<file path="config.mk">
export PLATFORM = sky130hd
export DESIGN_NAME = serial_adder
export DESIGN_NICKNAME = d
export VERILOG_FILES = /design/src/rtl/serial_adder_pkg.sv /design/src/rtl/serial_adder_digit_adder.sv /design/src/rtl/serial_adder.sv
export SDC_FILE = /design/constraint.sdc
export NUM_CORES = 1
export LEC_CHECK = 0
export ABC_CLOCK_PERIOD_IN_PS = 2700
export BUFFER_PORTS_ARGS = -buffer_cell sky130_fd_sc_hd__buf_2
export CAP_MARGIN = 30
export CORE_MARGIN = 10
export CORE_UTILIZATION = 50
export CTS_BUF_LIST = sky130_fd_sc_hd__clkbuf_16
export CTS_CLUSTER_SIZE = 12
export DETAILED_ROUTE_END_ITERATION = 10
export PLACE_DENSITY_LB_ADDON = 0.05
export REMOVE_ABC_BUFFERS = 1
export SLEW_MARGIN = 25
export SYNTH_ARGS = -nofsm -noshare
export SYNTH_HDL_FRONTEND = slang
export SYNTH_SLANG_ARGS = --single-unit
</file>
<file path="constraint.sdc">
create_clock -name clk -period 2.7 [get_ports clk]
set_input_delay 0.54 -clock clk [delete_from_list [all_inputs] [get_ports clk]]
set_output_delay 0.54 -clock clk [all_outputs]
set_load 0.02 [all_outputs]
</file>
<file path="src/rtl/serial_adder_pkg.sv">
`default_nettype none
// ---------------------------------------------------------------------------
// serial_adder_pkg : shared FSM state type and parameter-legality helper
// Revision: 1.0
// ---------------------------------------------------------------------------
package serial_adder_pkg;

   typedef enum logic [1:0] {
      ST_IDLE = 2'd0,
      ST_RUN  = 2'd1,
      ST_DONE = 2'd2
   } state_t;

   localparam int MIN_WIDTH = 2;

   function automatic bit params_ok(input int width, input int digit);
      return (width >= MIN_WIDTH) && (digit >= 1) && ((width % digit) == 0);
   endfunction

endpackage
`default_nettype wire

</file>
<file path="src/rtl/serial_adder_digit_adder.sv">
`default_nettype none
// ---------------------------------------------------------------------------
// digit_adder : combinational DIGIT-bit ripple-carry chain of full adders
// Revision: 1.0
// ---------------------------------------------------------------------------
module full_adder (
   input  logic x,
   input  logic y,
   input  logic ci,
   output logic s,
   output logic co
);
   assign s  = x ^ y ^ ci;
   assign co = (x & y) | (ci & (x ^ y));
endmodule

module digit_adder #(
   parameter int DIGIT = 1
) (
   input  logic [DIGIT-1:0] x,
   input  logic [DIGIT-1:0] y,
   input  logic             ci,
   output logic [DIGIT-1:0] s,
   output logic             co,
   output logic             cmsb
);
   logic [DIGIT:0] w_c;

   assign w_c[0] = ci;

   for (genvar i = 0; i < DIGIT; i++) begin : g_fa
      full_adder u_fa (
         .x  (x[i]),
         .y  (y[i]),
         .ci (w_c[i]),
         .s  (s[i]),
         .co (w_c[i+1])
      );
   end

   assign co   = w_c[DIGIT];
   // Carry into the top bit of this digit; only meaningful on the final digit.
   assign cmsb = w_c[DIGIT-1];
endmodule
`default_nettype wire

</file>
<file path="src/rtl/serial_adder.sv">
`default_nettype none
// ---------------------------------------------------------------------------
// serial_adder : DIGIT-bits-per-cycle serial adder, result latched on DONE
// Revision: 1.0
// ---------------------------------------------------------------------------
module serial_adder #(
   parameter int WIDTH = 8,
   parameter int DIGIT = 1
) (
   input  logic             clk,
   input  logic             rst_n,
   input  logic             start,
   input  logic [WIDTH-1:0] a,
   input  logic [WIDTH-1:0] b,
   input  logic             cin,
   output logic             busy,
   output logic             done,
   output logic [WIDTH-1:0] sum,
   output logic             cout,
   output logic             overflow
);
   import serial_adder_pkg::*;

   localparam int             N      = WIDTH / DIGIT;
   localparam int             CW     = $clog2(N) + 1;
   localparam logic [CW-1:0]  C_LAST = CW'(N - 1);

   if (!params_ok(WIDTH, DIGIT)) begin : g_param_check
      $error("serial_adder: WIDTH must be >= 2 and a multiple of DIGIT >= 1");
   end

   state_t           r_state;
   state_t           w_state_nxt;
   logic             w_load;
   logic             w_step;
   logic             w_last;

   logic [WIDTH-1:0] r_a;
   logic [WIDTH-1:0] r_b;
   logic [WIDTH-1:0] w_a_nxt;
   logic             r_c;
   logic [CW-1:0]    r_cnt;
   logic [DIGIT-1:0] w_s;
   logic             w_co;
   logic             w_cmsb;

   digit_adder #(
      .DIGIT (DIGIT)
   ) u_digit (
      .x    (r_a[DIGIT-1:0]),
      .y    (r_b[DIGIT-1:0]),
      .ci   (r_c),
      .s    (w_s),
      .co   (w_co),
      .cmsb (w_cmsb)
   );

   // Sum digits are shifted into the top of the A register as its digits are consumed.
   if (N == 1) begin : g_single
      assign w_a_nxt = w_s;
   end else begin : g_shift
      assign w_a_nxt = {w_s, r_a[WIDTH-1:DIGIT]};
   end

   always_ff @(posedge clk or negedge rst_n) begin
      if (!rst_n) begin
         r_state <= ST_IDLE;
      end else begin
         r_state <= w_state_nxt;
      end
   end

   always_comb begin
      w_state_nxt = r_state;
      w_load      = 1'b0;
      w_step      = 1'b0;
      w_last      = 1'b0;
      busy        = 1'b0;
      done        = 1'b0;
      case (r_state)
         ST_IDLE: begin
            if (start) begin
               w_load      = 1'b1;
               w_state_nxt = ST_RUN;
            end
         end
         ST_RUN: begin
            busy   = 1'b1;
            w_step = 1'b1;
            if (r_cnt == C_LAST) begin
               w_last      = 1'b1;
               w_state_nxt = ST_DONE;
            end
         end
         ST_DONE: begin
            done = 1'b1;
            if (start) begin
               w_load      = 1'b1;
               w_state_nxt = ST_RUN;
            end else begin
               w_state_nxt = ST_IDLE;
            end
         end
         default: begin
            w_state_nxt = ST_IDLE;
         end
      endcase
   end

   always_ff @(posedge clk or negedge rst_n) begin
      if (!rst_n) begin
         r_a      <= '0;
         r_b      <= '0;
         r_c      <= 1'b0;
         r_cnt    <= '0;
         sum      <= '0;
         cout     <= 1'b0;
         overflow <= 1'b0;
      end else if (w_load) begin
         r_a   <= a;
         r_b   <= b;
         r_c   <= cin;
         r_cnt <= '0;
      end else if (w_step) begin
         r_a   <= w_a_nxt;
         r_b   <= r_b >> DIGIT;
         r_c   <= w_co;
         r_cnt <= r_cnt + 1'b1;
         if (w_last) begin
            sum      <= w_a_nxt;
            cout     <= w_co;
            overflow <= w_co ^ w_cmsb;
         end
      end
   end

endmodule
`default_nettype wire

</file>
==> results.py <==
metrics = {
    "logic_synthesis": {
        "syn_inst": 133,
        "post_synth_main_area_contributors": "dfrtp_1 57%, mux2_2 7.7%, nand2_1 7.5%",
        "synth_top_area_share_pct": 56.80,
        "yosysUniqueCellTypes": 26,
        "ys_ff_latch": 33,
        "synth_area_sq_mm": 0.001454,
        "yosysSeqAreaShare_pct": 56.80,
        "synth_top_area_cell": "dfrtp_1",
        "syn_avg_cell_area_sq_um": 10.93,
        "yosysWarnings": 0,
        "ys_async_sr_fraction_pct": 100.0,
        "synth.most_common_cell": "dfrtp_1",
        "synth-edff-count": 0,
        "synth-main-ff-cell": "dfrtp_1",
        "netlist_top_cells_count": "33 x dfrtp_1, 29 x nand2_1, 12 x nor2_1",
    },
    "clock_network": {
        "cts_setup_buffers": 0,
        "numCtsBuffers": 5,
        "ctsResizeCount": 0,
        "cts-root-buf": "clkbuf_16",
        "h-tree-depth": 2,
        "path_clk_slew_ns": 0.05,
        "cts_tree": "done",
        "clock_path_buffers": 2,
        "hold_buffers": 0,
        "clock_latency_ns": 0.27,
        "cts.sinks": 33,
    },
    "global_route": {
        "track_usage_pct": 11.55,
        "grt_overflow": 0,
        "antenna_found_initial": 0,
        "grt_max_degree": 34,
        "grt_pass1_wl_mm": 4.912,
        "grt_pass1_vias": 1079,
    },
    "sta": {
        "drv_slew": 0,
        "finalClockSkew_ns": 0.002142,
        "period_minus_slack_ns": 1.999,
        "worstMarginPinSlew_ns": 0.7518,
        "rsz0062_at_grt": "no",
        "slew_headroom_pct": 49.78,
        "final.period_utilization_pct": 74.04,
        "max_freq_mhz": 500.2,
        "final-setup-viol-count": 0,
        "tns_ns": 0,
        "hold_viol": 0,
    },
    "detailed_routing": {
        "ant_nets": 0,
        "drt_iter0_drc": 69,
        "routed_wl_mm": 3.005,
        "drc": 0,
        "vias": 1046,
        "wl_per_cell_microns": 15.33,
        "drt_pass1_iterations": 4,
        "vias_per_cell": 5.337,
    },
    "final_layout": {
        "num-fill-cells": 234,
        "drive_gt1_share_pct": 31.52,
        "n_antenna_cell": 0,
        "layout.nets": 186,
        "fin_area_sq_mm": 0.001769,
        "area_growth_pct": 21.69,
    },
    "setup_path": {
        "cp_slowest_stage_delay_ns": 0.37,
        "reg2reg_depth": 4,
        "critPathRequiredTime_ns": 2.16,
        "worst-r2r-setup-slack_ns": 1.02,
        "cp.arrival_ns": 1.46,
        "setup.worst_path.end_class": "primary output",
        "r2r-start": "r_cnt[0]$_DFFE_PN0P_",
        "path_cells": "nand2b_4 -> inv_1 -> buf_4 -> buf_2",
        "slowest_stage": "dfrtp_1",
        "start_kind": "flip-flop",
        "path_max_fanout": 22,
        "worst-setup-path-type": "reg2out",
        "r2r-end": "sum[0]$_DFFE_PN0P_",
    },
    "outcome": {
        "status": "complete, no violations",
    },
    "job": {
        "drv_cap": 0,
    },
    "place": {
        "io_buffers": 31,
        "place.gp.congestion": 0.7303,
        "placed_cell_area_sq_mm": 0.001607,
        "hpwlAfterDp_mm": 2.052,
    },
    "pwr": {
        "p_per_area_mw_per_mm2": 1366,
        "p_total_mw": 2.417,
        "vdd_drop_max_uv": 1033,
        "leakage_nw": 0.8494,
    },
    "floorplanning": {
        "die_w_microns": 73.93,
        "core_sq_mm": 0.002758,
        "start_util_pct": 52.72,
        "num_io_pins": 32,
        "die-area_sq_mm": 0.005465,
        "row_count": 19,
        "dieHeight_microns": 73.93,
    },
    "min_path": {
        "hp-class": "in2async",
    },
}
==> worst max-delay path: cells and delay by family, from the launching register on <==
family                 cells  cell delay [ns]
buffers and inverters      3             0.55
DFF                        1             0.37
and+or+nand+nor            1             0.26
==> area by class of cell <==
cell class	instances	area, sq um	area share, %
Clock inverter	3	37.54	2.122
Multi-Input combinational cell	90	568.0	32.11
Clock buffer	5	125.1	7.072
Inverter	1	3.754	0.2122
Tap cell	31	38.79	2.192
Timing Repair Buffer	33	170.2	9.618
Sequential cell	33	825.8	46.68
==> cells by family after synthesis <==
logic type,share of synthesized area [%]
adder cells (fa/ha/maj),2.237
flip-flops,56.80
AO/OA/AOI/OAI,9.209
XOR/XNOR,0.6025
buffers and inverters,4.130
AND/OR/NAND/NOR,16.87
multiplexers,10.15
==> placed cells by master, fill, tap and decap left out, drive strengths merged, types with 2 or more instances in the layout <==
cell type / synthesis / final
clkbuf: 1 / 5
mux2i: 2 / 2
nand2b: 2 / 2
mux2: 11 / 11
a31oi: 10 / 10
inv: 1 / 2
dfrtp: 33 / 33
nand2: 29 / 29
nor2: 12 / 12
o21ai: 2 / 2
a22o: 2 / 2
buf: 8 / 33
a22oi: 5 / 5
nor3: 2 / 2
nand3: 6 / 6
==> flip-flops by register name, summed over array words and instances, names as in the netlist <==
register / count
sum: 8
r_state: 2
r_c: 1
r_b: 8
cout: 1
overflow: 1
r_cnt: 4
r_a: 8
==> per-layer routing <==
metal | up-vias | GRT usage (%) | part of all wire, %
met4 | 0 | 3.106 | 0
met1 | 503 | 12.84 | 46
met3 | 0 | 6.191 | 7.1
li1 | 519 | - | -
met5 | - | 0 | 0
met2 | 24 | 18.84 | 47
==> worst max-delay path by stage <==
stage	end	slack [ns]	start	cells after the start
floorplan	busy	1.13	r_state[1]$_DFFE_PN0P_	2
global placement	sum[2]$_DFFE_PN0P_	0.99	r_cnt[0]$_DFFE_PN0P_	4
detailed placement	busy	0.98	r_state[1]$_DFFE_PN0P_	4
CTS	busy	0.69	r_state[1]$_DFFE_PN0P_	4
global route	busy	0.61	r_state[1]$_DFFE_PN0P_	4
finish	busy	0.70	r_state[1]$_DFFE_PN0P_	4
==> stage by stage <==
step	instances	utilization (%)	hold WS, ns	worst slack [ns]
final	196	64.16	0.3234	0.7010
after global routing	196	64.16	0.3765	0.6144
after CTS	196	64.16	0.3494	0.6851
after detailed placement	188	58.26	0.4896	0.9830
after global placement	188	58.26	0.4842	0.9869
after floorplan	124	-	0.2444	1.125
==> power breakdown <==
part / leakage (nW) / total [mW] / internal, mW / switching (mW)
Combinational: 0.371 / 0.899 / 0.388 / 0.511
Clock: 0.0826 / 0.617 / 0.428 / 0.189
Sequential: 0.396 / 0.901 / 0.742 / 0.159
Total: 0.849 / 2.42 / 1.56 / 0.860
(Power assumes the default switching activity.)
